[config.mk]
export PLATFORM = sky130hd
export DESIGN_NAME = req_encoder8_to_3
export DESIGN_NICKNAME = d
export VERILOG_FILES = /design/src/rtl/req_enc_pkg.sv /design/src/rtl/prio_enc8.sv /design/src/rtl/req_encoder8_to_3.sv
export SDC_FILE = /design/constraint.sdc
export NUM_CORES = 1
export LEC_CHECK = 0
export CAP_MARGIN = 15
export CELL_PAD_IN_SITES_DETAIL_PLACEMENT = 0
export CELL_PAD_IN_SITES_GLOBAL_PLACEMENT = 2
export CORE_AREA = 4 4 70 72
export DETAILED_ROUTE_END_ITERATION = 12
export DIE_AREA = 0 0 74 76
export PLACE_DENSITY_LB_ADDON = 0.2
export SYNTH_ARGS = -nofsm -noshare
export SYNTH_HDL_FRONTEND = slang
export SYNTH_SLANG_ARGS = --single-unit
[constraint.sdc]
create_clock -name clk -period 1.5 [get_ports clk]
set_input_delay 0.15 -clock clk [delete_from_list [all_inputs] [get_ports clk]]
set_output_delay 0.15 -clock clk [all_outputs]
set_load 0.02 [all_outputs]
[src/rtl/req_enc_pkg.sv]
// Shared widths and FSM state type for the 8-to-3 request encoder.
package req_enc_pkg;

    localparam int unsigned DEF_IDX_W = 3;
    localparam int unsigned DEF_N     = 1 << DEF_IDX_W;

    typedef enum logic [0:0] {
        ST_EMPTY,
        ST_HOLD
    } state_e;

endpackage

[src/rtl/prio_enc8.sv]
// Combinational priority encoder: reports the highest set index of pending.
module prio_enc8
    import req_enc_pkg::*;
#(
    parameter int unsigned IDX_W = DEF_IDX_W,
    localparam int unsigned N    = 1 << IDX_W
) (
    input  logic [N-1:0]     pending,
    output logic [IDX_W-1:0] idx,
    output logic             any
);

    // Ascending scan so the highest set bit is the last one written.
    always_comb begin
        idx = '0;
        any = 1'b0;
        for (int i = 0; i < int'(N); i++) begin
            if (pending[i]) begin
                idx = IDX_W'(i);
                any = 1'b1;
            end
        end
    end

endmodule

[src/rtl/req_encoder8_to_3.sv]
// Sticky request collector that grants the highest pending index over a
// valid/ready port, one index per accepted transfer.
module req_encoder8_to_3
    import req_enc_pkg::*;
#(
    parameter int unsigned IDX_W = DEF_IDX_W,
    localparam int unsigned N    = 1 << IDX_W
) (
    input  logic             clk,
    input  logic             rst_n,
    input  logic [N-1:0]     req,
    input  logic             out_ready,
    output logic             out_valid,
    output logic [IDX_W-1:0] out_idx,
    output logic [N-1:0]     out_onehot,
    input  logic             ovf_clr,
    output logic             overflow,
    output logic [N-1:0]     pending
);

    state_e           state_q, state_d;
    logic [N-1:0]     pending_q, pending_d;
    logic [IDX_W-1:0] out_idx_q, out_idx_d;
    logic [N-1:0]     out_onehot_q, out_onehot_d;
    logic             overflow_q, overflow_d;

    logic [IDX_W-1:0] sel_idx;
    logic             sel_any;
    logic             load;
    logic [N-1:0]     grant;

    prio_enc8 #(
        .IDX_W (IDX_W)
    ) u_prio_enc8 (
        .pending (pending_q),
        .idx     (sel_idx),
        .any     (sel_any)
    );

    always_comb begin
        load         = 1'b0;
        state_d      = state_q;
        out_idx_d    = out_idx_q;
        out_onehot_d = out_onehot_q;

        unique case (state_q)
            ST_EMPTY: load = sel_any;
            ST_HOLD:  load = sel_any && out_ready;
            default:  load = 1'b0;
        endcase

        grant = load ? (N'(1) << sel_idx) : '0;

        if (load) begin
            state_d      = ST_HOLD;
            out_idx_d    = sel_idx;
            out_onehot_d = grant;
        end else if (state_q == ST_HOLD && out_ready) begin
            // Drained: index keeps its last value, one-hot echo goes quiet.
            state_d      = ST_EMPTY;
            out_onehot_d = '0;
        end

        // A req on the bit being granted re-arms it as a new event.
        pending_d  = (pending_q & ~grant) | req;
        overflow_d = (|(req & pending_q & ~grant)) | (overflow_q & ~ovf_clr);
    end

    always_ff @(posedge clk) begin
        if (!rst_n) begin
            state_q      <= ST_EMPTY;
            pending_q    <= '0;
            out_idx_q    <= '0;
            out_onehot_q <= '0;
            overflow_q   <= 1'b0;
        end else begin
            state_q      <= state_d;
            pending_q    <= pending_d;
            out_idx_q    <= out_idx_d;
            out_onehot_q <= out_onehot_d;
            overflow_q   <= overflow_d;
        end
    end

    assign out_valid  = (state_q == ST_HOLD);
    assign out_idx    = out_idx_q;
    assign out_onehot = out_onehot_q;
    assign overflow   = overflow_q;
    assign pending    = pending_q;

endmodule

---- After elaboration in Yosys (flattened, before gate mapping) ----
Cells that the tools add are included.
cells by class
  divide/modulo/power cells ............... 0
  shift operators ......................... 1
  add/sub/neg operators ................... 0
  magnitude comparators ................... 0
  multiply operators ...................... 0
  multiplexer cells ....................... 21
  bitwise gates (word level) .............. 9
  equality and inequality tests ........... 0
  reduce and logical (&&, ||, !) cells .... 4
operator list
  operator                                                           count
  8-bit bitwise AND                                                  3
  8-bit 2-to-1 mux                                                   3
  3-bit 2-to-1 mux                                                   4
  1-bit 2-to-1 mux                                                   11
  8-bit NOT                                                          1
  8-bit bitwise OR                                                   1
  8-bit OR reduction                                                 1
  1-bit by 3-bit left shift with 8-bit output, first input constant  1
  2-bit 2-to-1 mux                                                   2
  1-bit logical AND                                                  2
  1-bit NOT                                                          2
  1-bit one-hot mux with 2 select lines                              1
  2-bit nonzero test                                                 1
  1-bit bitwise AND                                                  1
  1-bit bitwise OR                                                   1
storage, ports and cells
  output and inout bits ................... 21
  memories kept ........................... 0
  input bits .............................. 12
  bits in registers ....................... 21
  ROM bits ................................ 0
  memory bits (writable) .................. 0
  latch bits .............................. 0

---- Longest topological paths before layout ----
Gate-level depths: netlist (run 1).
  depth after elaboration ................. 15
  mapped depth ............................ 6
  gate-level depth less buffers ........... 5

---- Modules after synthesis ----
Synthesis (run 1) repeated with hierarchy kept, for this count alone.
unflattened totals
  cells, all modules ...................... 112
  area total of the unflattened synthesis .. 950.9 um^2
modules (own cells, without submodules)
  module             area each (um^2)  times used  seq. area each (um^2)  cells each
  req_encoder8_to_3  893.4             1           420.4                  100
  prio_enc8          57.6              1           0.0                    12

---- Worst setup path before layout (run 1) ----
Ideal clock, no wire load.
  path type ............................... flip-flop to flip-flop
  start point ............................. reg pending_q[6], in the netlist pending[6]
  end point ............................... reg overflow_q, in the netlist overflow
  cell stages (with the launch flop) ...... 7
  slack ................................... -0.058 ns
  required time ........................... 1.365 ns
  library setup time ...................... 0.135 ns
  data arrival time ....................... 1.423 ns
  path buffers ............................ 1
  cell sequence ........................... dfxtp_1 buf_2 nor4_4 nand2_2 o211a_1 a211oi_2 a41oi_1
on the way
  cells in the longest elaborated chain, start to end .. 9
  elaborated cells between the ends (all ways) .. 13
RTL lines
  item                                   line                     RTL
  start: declaration                     req_encoder8_to_3.sv:22  logic [N-1:0] pending_q, pending_d;
  start signal: assignment               req_encoder8_to_3.sv:78  pending_q <= pending_d;
  1-bit 2-to-1 mux (2 in series)         prio_enc8.sv:18          if (pending[i]) begin
  1-bit logical AND                      req_encoder8_to_3.sv:48  ST_HOLD: load = sel_any && out_ready;
  1-bit one-hot mux with 2 select lines  req_encoder8_to_3.sv:46  unique case (state_q)
  8-bit 2-to-1 mux                       req_encoder8_to_3.sv:52  grant = load ? (N'(1) << sel_idx) : '0;
  8-bit NOT                              req_encoder8_to_3.sv:66  overflow_d = (|(req & pending_q & ~grant)) | (overflow_q & ~ovf_clr);
  8-bit bitwise AND (*)                  req_encoder8_to_3.sv:66
  8-bit OR reduction (*)                 req_encoder8_to_3.sv:66
  1-bit bitwise OR (*)                   req_encoder8_to_3.sv:66
  end signal: assignment                 req_encoder8_to_3.sv:81  overflow_q <= overflow_d;
  end: declaration                       req_encoder8_to_3.sv:25  logic overflow_q, overflow_d;
Every way passes the cells marked *; elsewhere a longest branch is shown, timed or not.
A chain may end at the register's enable or synchronous reset.

---- Worst setup path after layout (run 1) ----
  start point ............................. reg pending_q[7], in the netlist pending[7]
  end point ............................... reg overflow_q, in the netlist overflow
on the way
  cells in the longest elaborated chain, start to end .. 8
  elaborated cells between the ends (all ways) .. 11
RTL lines
  item                                   line
  1-bit 2-to-1 mux                       prio_enc8.sv:18
  1-bit logical AND                      req_encoder8_to_3.sv:48
  1-bit one-hot mux with 2 select lines  req_encoder8_to_3.sv:46
  8-bit 2-to-1 mux                       req_encoder8_to_3.sv:52
  8-bit NOT                              req_encoder8_to_3.sv:66
  8-bit bitwise AND (*)                  req_encoder8_to_3.sv:66
  8-bit OR reduction (*)                 req_encoder8_to_3.sv:66
  1-bit bitwise OR (*)                   req_encoder8_to_3.sv:66
Marked as above.

==> flow_summary.toml, run 1 <==
[logic_synthesis]
syn-num-nets = 115
synth-compound-area-share = 0.262
synth-simple-area-share = 0.233
synthFlopType = "dfxtp_1"
synthAdderAreaFrac = 0
synth_area_per_cell_um2 = 8.77
synth-xor-area-share = 0
synth_top_family_by_area = "compound AO/OA/AOI/OAI gates"
async_reset_ff_frac = 0
ys_seq_elements = 21
seq_area_frac_synth = 0.465
netlist_instances = 103
ys_warn_count = 0
synth_area_um2 = 903
synthMuxAreaShare = 0
synth_edf_count = 0
synth.distinct_cells = 35

[hold_path]
hold_class = "in -> reg"

[timing]
fmax_mhz = 643
fin_crit_ns = 1.56
hold_viol_final = 0
slew_violations = 0
rsz0062_at_grt = "true"
fin_skew_ns = 0.00605
max-slew-margin-rel = 0.706
worstMarginPinSlew_ns = 0.441
setup_viol = 2
fin_ws_ns = -0.0550
finalCritPeriodShare = 1.04

[worst_setup_path]
endpoint = "overflow$_SDFF_PN0_"
r2r-end = "overflow$_SDFF_PN0_"
crit_path_start_kind = "register"
rr_worst_depth = 5
cpMaxStageDelayCell = "nor4_4"
cp.required_ns = 1.63
timing.rr.start = "pending[7]$_SDFF_PN0_"
cp_max_fo = 5
end_kind = "register"
r2r_slack_ns = -0.06
crit_buf_inv = 0
path_delay_family = "compound AO/OA/AOI/OAI gates"
crit_cells = 5
worstSetupPathType = "reg -> reg"
crit_chain = "nor4_4 -> nand2_2 -> o211a_1 -> a211oi_2 -> a41oi_2"
arrival_ns = 1.69
slowest_delay_ns = 0.39
crit_path_start = "pending[7]$_SDFF_PN0_"

[routing]
ant_nets = 0
route.detailed.drc = 0
drtIter0Drc = 30
wl_mm = 2.90
vias = 962
viasPerCell = 4.50
routedWlPerCell_um = 13.6
drtPass1Iterations = 6

[global_route]
grt_pass1_vias = 938
grt_first_pass_wirelength_mm = 4.47
antenna_found_initial = 0
grtUsageTotal = 0.102
grt.overflow.total = 0
grt_max_degree = 12

[layout]
nNetsFinal = 175
antenna_cells = 0
syn2layout_area_growth_pct = 79.1
design_area_mm2 = 0.00162
finish.cell_count_without_fillers = 214
final_util = 0.377
drive_above_1_share = 0.364

[clock_tree]
root_buffer = "clkbuf_8"
cts_buffers = 3
h-tree-depth = 1
clk_latency_ns = 0.26
clk_pin_slew_ns = 0.08
cts_buffer_depth = 2
clock_sink_count = 21
cts_tree = "yes"

[placed_design]
port_buffers = 32
placed_cell_area_mm2 = 0.00147
dp_hpwl_mm = 2.27
placed_cells = 208
gp_congestion = 0.761
dp_slack_ns = -0.161

[floorplanning]
rows = 24
fp.dieArea_mm2 = 0.00562
die_w_um = 74
initial_core_util = 0.210
pin_count = 33
core_area_mm2 = 0.00429
fp.dieH_um = 76

[job]
cap_violations = 0

[power]
power_density_mw_per_mm2 = 888
power_leakage_nw = 0.656
irDropWorstVdd_mv = 0.287

[outcome]
status = "finished, violations left"
violations = "setup timing"
power by group:
group	total [mW]	internal, mW	switching (mW)
registers	0.636	0.596	0.0401
clock network	0.382	0.189	0.193
logic	0.418	0.219	0.199
cell usage in the layout (no fill, tap or decap), drive strengths merged, types with 2 or more instances in the layout:
master and count:
a211oi 2, a21oi 13, a22oi 5, a32oi 2, buf 28, clkbuf 4
clkdlybuf4s50 24, dfxtp 21, dlygate4sd2 7, inv 3, nand2 6, nand3 3
nor2 17, nor2b 2, nor4 3, o211a 2, o21ai 5
per-layer routing:
| metal | share of wire | routed length (um) | track usage |
|---|---|---|---|
| met4 | 0.012 | 36 | 0.0435 |
| met2 | 0.48 | 1380 | 0.160 |
| met1 | 0.46 | 1340 | 0.135 |
| met5 | 0 | 0 | 0 |
| met3 | 0.049 | 141 | 0.0172 |
synthesized netlist by cell type (all sizes together) (2+ instances only):
library cell / n / area (um^2)
nor2: 17 / 63.8
buf: 2 / 10.0
a211oi: 2 / 20.0
o21ai: 5 / 28.8
nand2: 6 / 25.0
o211a: 2 / 20.0
inv: 3 / 11.3
a22oi: 5 / 37.5
nand3: 3 / 20.0
a32oi: 2 / 17.5
clkbuf: 3 / 11.3
nor2b: 2 / 12.5
a21oi: 13 / 65.1
nor4: 3 / 40.0
dfxtp: 21 / 420
flip-flops by register name, indices dropped and copies added, names as in the netlist:
name,count
out_valid,1
overflow,1
out_idx,3
pending,8
out_onehot,8
worst register-to-register path: cells and delay by family, from the launching register on:
| kind | cells | cell delay [ns] |
|---|---|---|
| compound gates | 3 | 0.56 |
| flops | 1 | 0.36 |
| simple gates | 2 | 0.49 |
logic make-up (layout without fill, tap and decap cells):
logic type             Yosys count  in the layout
flip-flops                      21             21
AND/OR/NAND/NOR                 38             38
AO/OA/AOI/OAI                   35             35
buffers and inverters            9             68
per-stage QoR:
stage / power (mW) / hold slack, ns / setup TNS (ns)
floorplan: 0.819 / 0.266 / 0
global placement: 1.04 / 0.443 / -0.670
detailed placement: 1.04 / 0.452 / -0.677
CTS: 1.41 / 0.444 / -0.0109
global route: 1.51 / 0.454 / -0.461
finish: 1.44 / 0.444 / -0.0558
what timing repair did:
item / CTS / global route
setup buffers: 0 / 2
endpoints found under the setup margin: 9 / 13
hold buffers: 0 / 0
pin swaps: 5 / 7
resized for setup: 7 / 20
worst min-delay path by stage:
stage          cells after the start  slack (ns)                        from                         end
2_1_floorplan                      2        0.27                      req[7]       pending[7]$_SDFF_PN0_
3_3_place_gp                       2        0.44  out_onehot[0]$_SDFFE_PN0P_  out_onehot[0]$_SDFFE_PN0P_
3_5_place_dp                       2        0.45  out_onehot[1]$_SDFFE_PN0P_  out_onehot[1]$_SDFFE_PN0P_
4_1_cts                            3        0.44                      req[5]       pending[5]$_SDFF_PN0_
5_1_grt                            3        0.45                      req[5]       pending[5]$_SDFF_PN0_
6_report                           3        0.44                      req[5]       pending[5]$_SDFF_PN0_
final cells by class:
| type | instances | area [um^2] |
|---|---|---|
| fillers | 450 | 2680 |
| multi-input cells | 73 | 533 |
| repair buffers | 60 | 532 |
| flip-flops and latches | 21 | 428 |
| well taps | 52 | 65.1 |
| clock buffers | 4 | 45.0 |
| inverters | 4 | 15.0 |
(Power assumes the default switching activity.)
==> inputs of run 2 (changes only) <==
--- a/config.mk
+++ b/config.mk
@@ -12,6 +12,7 @@
 export DETAILED_ROUTE_END_ITERATION = 12
 export DIE_AREA = 0 0 74 76
 export PLACE_DENSITY_LB_ADDON = 0.2
+export RECOVER_POWER = 25
 export SYNTH_ARGS = -nofsm -noshare
 export SYNTH_HDL_FRONTEND = slang
 export SYNTH_SLANG_ARGS = --single-unit
==> flow_summary.toml, run 2 (synthesis gave the netlist of run 1 again) <==
[layout]
final_util = 0.374
fillerInstances = 452
nNetsFinal = 175
drive_above_1_share = 0.358
syn2layout_area_growth_pct = 77.7
antenna_cells = 0
design_area_mm2 = 0.00161
final_cell_mix = "24 x clkdlybuf4s50_1, 24 x buf_4, 18 x dfxtp_1"

[global_route]
grt_pass1_vias = 938
grt_first_pass_wirelength_mm = 4.47
grt_max_degree = 12
antenna_found_initial = 0
grt.overflow.total = 0
grtUsageTotal = 0.102

[clock_tree]
cts_tree = "yes"
root_buffer = "clkbuf_8"
h-tree-depth = 1
clk_latency_ns = 0.26
cts_buffer_depth = 2
clock_sink_count = 21
cts_buffers = 3
clk_pin_slew_ns = 0.08

[timing]
slew_violations = 0
hold_viol_final = 0
setup_tns_ns = -0.0625
fin_crit_ns = 1.56
fin_skew_ns = 0.00513
rsz0062_at_grt = "true"
fmax_mhz = 642
max-slew-margin-rel = 0.707
worstMarginPinSlew_ns = 0.438
setup_viol = 2
fin_ws_ns = -0.0582
finalCritPeriodShare = 1.04

[routing]
drtPass1Iterations = 6
route.detailed.drc = 0
vias = 964
ant_nets = 0
wl_mm = 2.91
drtIter0Drc = 30
routedWlPerCell_um = 13.6
viasPerCell = 4.50

[worst_setup_path]
cp.required_ns = 1.63
cp_max_fo = 5
crit_path_start_kind = "register"
end_kind = "register"
worstSetupPathType = "reg -> reg"
arrival_ns = 1.69

[power]
switchingPower_mw = 0.431
intPower_mw = 1.00
swShare = 0.301
seq_power_share = 0.444
power_leakage_nw = 0.640
comb_power_share = 0.290
irDropWorstVdd_mv = 0.287
power_density_mw_per_mm2 = 892
power_frac_clock = 0.266

[placed_design]
gp_congestion = 0.761
dp_slack_ns = -0.161
port_buffers = 32
placed_cell_area_mm2 = 0.00147
dp_hpwl_mm = 2.27

[hold_path]
hold_class = "in -> reg"

[floorplanning]
fp.dieH_um = 76
pin_count = 33
die_w_um = 74
rows = 24
initial_core_util = 0.210
core_area_mm2 = 0.00429
fp.dieArea_mm2 = 0.00562

[job]
cap_violations = 0

[outcome]
status = "finished, violations left"
violations = "setup timing"
==> run 2: per-layer routing <==
metal,share of wire,global-route usage,vias to the layer above
met5,0,0,-
li1,-,-,487
met1,0.46,0.135,454
met2,0.48,0.160,21
met3,0.049,0.0172,2
met4,0.012,0.0435,0
==> run 2: repair_timing <==
action | CTS | global route
hold buffers | 0 | 0
gates cloned | 0 | 0
setup buffers | 0 | 2
gates resized for setup | 7 | 20
pin swaps | 5 | 7
endpoints found under the setup margin | 9 | 13
==> run 2: critical path, cell delays in order, from the launching register on <==
cell and delay, ns:
dfxtp_4 0.37, nor4_4 0.39, nand2_2 0.10, o211a_1 0.23, a211oi_2 0.19, a41oi_2 0.14
==> run 2: final timing paths <==
kind / start / endpoint / slack, ns / depth (start not counted)
setup / recovery: pending[7]$_SDFF_PN0_ / overflow$_SDFF_PN0_ / -0.06 / 5
hold / removal: req[5] / pending[5]$_SDFF_PN0_ / 0.45 / 3
setup reg to reg: pending[7]$_SDFF_PN0_ / overflow$_SDFF_PN0_ / -0.06 / 5
hold reg to reg: out_onehot[2]$_SDFFE_PN0P_ / out_onehot[2]$_SDFFE_PN0P_ / 0.46 / 2
==> run 2: layout make-up <==
cell class                      instances  area, um^2  area share
Multi-Input combinational cell         73         533       0.332
Timing Repair Buffer                   60         520       0.324
Sequential cell                        21         427       0.266
Tap cell                               52        65.1      0.0405
Clock buffer                            4        45.0      0.0281
Inverter                                4        15.0     0.00935
==> run 2: through the flow <==
stage / hold WS, ns / cells / power, mW
3_5_place_dp: 0.452 / 208 / 1.04
3_3_place_gp: 0.443 / 208 / 1.04
5_1_grt: 0.454 / 214 / 1.51
6_report: 0.445 / 214 / 1.43
2_1_floorplan: 0.266 / 103 / 0.819
4_1_cts: 0.444 / 212 / 1.41
==> run 2: power by group through the flow <==
stage	Combinational [mW]	Clock, mW	Sequential (mW)
after detailed placement	0.391	0	0.644
final	0.415	0.381	0.636
after floorplan	0.133	0	0.685
after CTS	0.385	0.398	0.631
after global placement	0.393	0	0.643
after global routing	0.449	0.416	0.642
==> inputs of run 3 (changes only) <==
--- a/config.mk
+++ b/config.mk
@@ -8,9 +8,9 @@
 export CAP_MARGIN = 15
 export CELL_PAD_IN_SITES_DETAIL_PLACEMENT = 0
 export CELL_PAD_IN_SITES_GLOBAL_PLACEMENT = 2
-export CORE_AREA = 4 4 70 72
+export CORE_AREA = 4 4 64 66
 export DETAILED_ROUTE_END_ITERATION = 12
-export DIE_AREA = 0 0 74 76
+export DIE_AREA = 0 0 68 70
 export PLACE_DENSITY_LB_ADDON = 0.2
 export RECOVER_POWER = 25
 export SYNTH_ARGS = -nofsm -noshare
==> constraint.sdc (replaced) <==
create_clock -name clk -period 1.89 [get_ports clk]
set_input_delay 0.189 -clock clk [delete_from_list [all_inputs] [get_ports clk]]
set_output_delay 0.189 -clock clk [all_outputs]
set_load 0.02 [all_outputs]
==> flow_summary.toml, run 3 (synthesis gave the netlist of run 1 again) <==
[power]
irDropWorstVdd_mv = 0.219
power_mw = 0.974
power_density_mw_per_mm2 = 739
power_leakage_nw = 0.498

[timing]
setup_tns_ns = 0
hold_viol_final = 0
fin_ws_ns = 0.100
fin_crit_ns = 1.79
fmax_mhz = 559
fin_skew_ns = 0.00803
setup_viol = 0
slew_violations = 0
worstMarginPinSlew_ns = 0.487
finalCritPeriodShare = 0.947
max-slew-margin-rel = 0.674
rsz0062_at_grt = "false"

[worst_setup_path]
cpMaxStageDelayCell = "clkdlybuf4s50_1"
rr_worst_depth = 5
end_kind = "output pin"
path_delay_family = "buffers and inverters"
r2r_slack_ns = 0.18
crit_buf_inv = 1
worstSetupPathType = "reg -> out"
slowest_delay_ns = 0.69
timing.rr.start = "pending[5]$_SDFF_PN0_"
crit_path_start_kind = "register"
cp.required_ns = 1.70
arrival_ns = 1.60
r2r-end = "overflow$_SDFF_PN0_"
cp_max_fo = 10
crit_chain = "clkdlybuf4s50_1"

[hold_path]
min_to = "pending[5]$_SDFF_PN0_"
worstHoldPathCells = 3
hp-start = "req[5]"
hold_class = "in -> reg"

[clock_tree]
root_buffer = "clkbuf_4"
clock_sink_count = 21
hold_buffers = 0
cts_buffer_depth = 2
post_cts_resize_count = 0
clk_pin_slew_ns = 0.12
cts_tree = "yes"
post-cts-setup-buffers = 0
h-tree-depth = 1
clk_latency_ns = 0.31
cts_buffers = 3

[routing]
routedWlPerCell_um = 14.1
drtIter0Drc = 25
ant_nets = 0
route.detailed.drc = 0
vias = 886
wl_mm = 2.62
viasPerCell = 4.76
drtPass1Iterations = 4

[global_route]
grt.overflow.total = 0
antenna_found_initial = 0
grtUsageTotal = 0.119
grt_pass1_vias = 876
grt_max_degree = 13
grt_first_pass_wirelength_mm = 4.37

[layout]
nNetsFinal = 151
syn2layout_area_growth_pct = 45.8
fillerInstances = 379
antenna_cells = 0
final_util = 0.368
layout_commonest_cell = "clkdlybuf4s50_1"
final_cell_mix = "28 x clkdlybuf4s50_1, 21 x dfxtp_1, 17 x nor2_1"
drive_above_1_share = 0.109

[floorplanning]
die_w_um = 68
pin_count = 33
fp.dieArea_mm2 = 0.00476
rows = 22
initial_core_util = 0.252
core_area_mm2 = 0.00358
fp.dieH_um = 70

[placed_design]
dp_hpwl_mm = 2.00
dp_slack_ns = 0.131
port_buffers = 32
gp_congestion = 0.770

[job]
cap_violations = 0

[outcome]
status = "complete, no violations"
[run 3: cell count changes in the layout (fill, tap and decap cells not counted), sizes merged]
cell / change
dlygate4sd3: +4
clkdlybuf4s50: +4
clkbuf: -4
buf: -22
dlygate4sd2: -7
clkinv: +1
[run 3: worst max-delay path by stage]
stage | start | endpoint | slack [ns] | depth (start not counted)
CTS | pending[7]$_SDFF_PN0_ | pending[7] | 0.1 | 1
global placement | pending[4]$_SDFF_PN0_ | overflow$_SDFF_PN0_ | 0.20 | 5
global route | pending[5]$_SDFF_PN0_ | overflow$_SDFF_PN0_ | 0.02 | 5
floorplan | pending[6]$_SDFF_PN0_ | overflow$_SDFF_PN0_ | 0.33 | 6
detailed placement | out_ready | overflow$_SDFF_PN0_ | 0.13 | 6
finish | pending[7]$_SDFF_PN0_ | pending[7] | 0.10 | 1
[run 3: power by group]
group / internal, mW / switching, mW / total [mW]
Clock: 0.0791 / 0.142 / 0.221
Combinational: 0.120 / 0.123 / 0.243
Sequential: 0.473 / 0.0367 / 0.509
Total: 0.672 / 0.302 / 0.974
[run 3: layout make-up]
class | instances | area, um^2 | area share
Timing Repair Buffer | 36 | 350 | 0.266
Tap cell | 48 | 60.1 | 0.0456
Clock inverter | 1 | 5.00 | 0.00380
Clock buffer | 3 | 22.5 | 0.0171
Inverter | 4 | 15.0 | 0.0114
Sequential cell | 21 | 420 | 0.319
Multi-Input combinational cell | 73 | 444 | 0.337
[run 3: metal layers]
layer | GRT usage | wire length (um) | up-vias
li1 | - | - | 441
met1 | 0.171 | 1340 | 417
met2 | 0.169 | 1110 | 24
met3 | 0.0257 | 129 | 4
met4 | 0.0464 | 39 | 0
met5 | 0 | 0 | -
[run 3: stage by stage]
step	cells	hold slack, ns	cell area, um^2
2_1_floorplan	103	0.306	903
3_3_place_gp	182	0.444	1290
3_5_place_dp	182	0.456	1290
4_1_cts	186	0.429	1320
5_1_grt	186	0.441	1320
6_report	186	0.429	1320
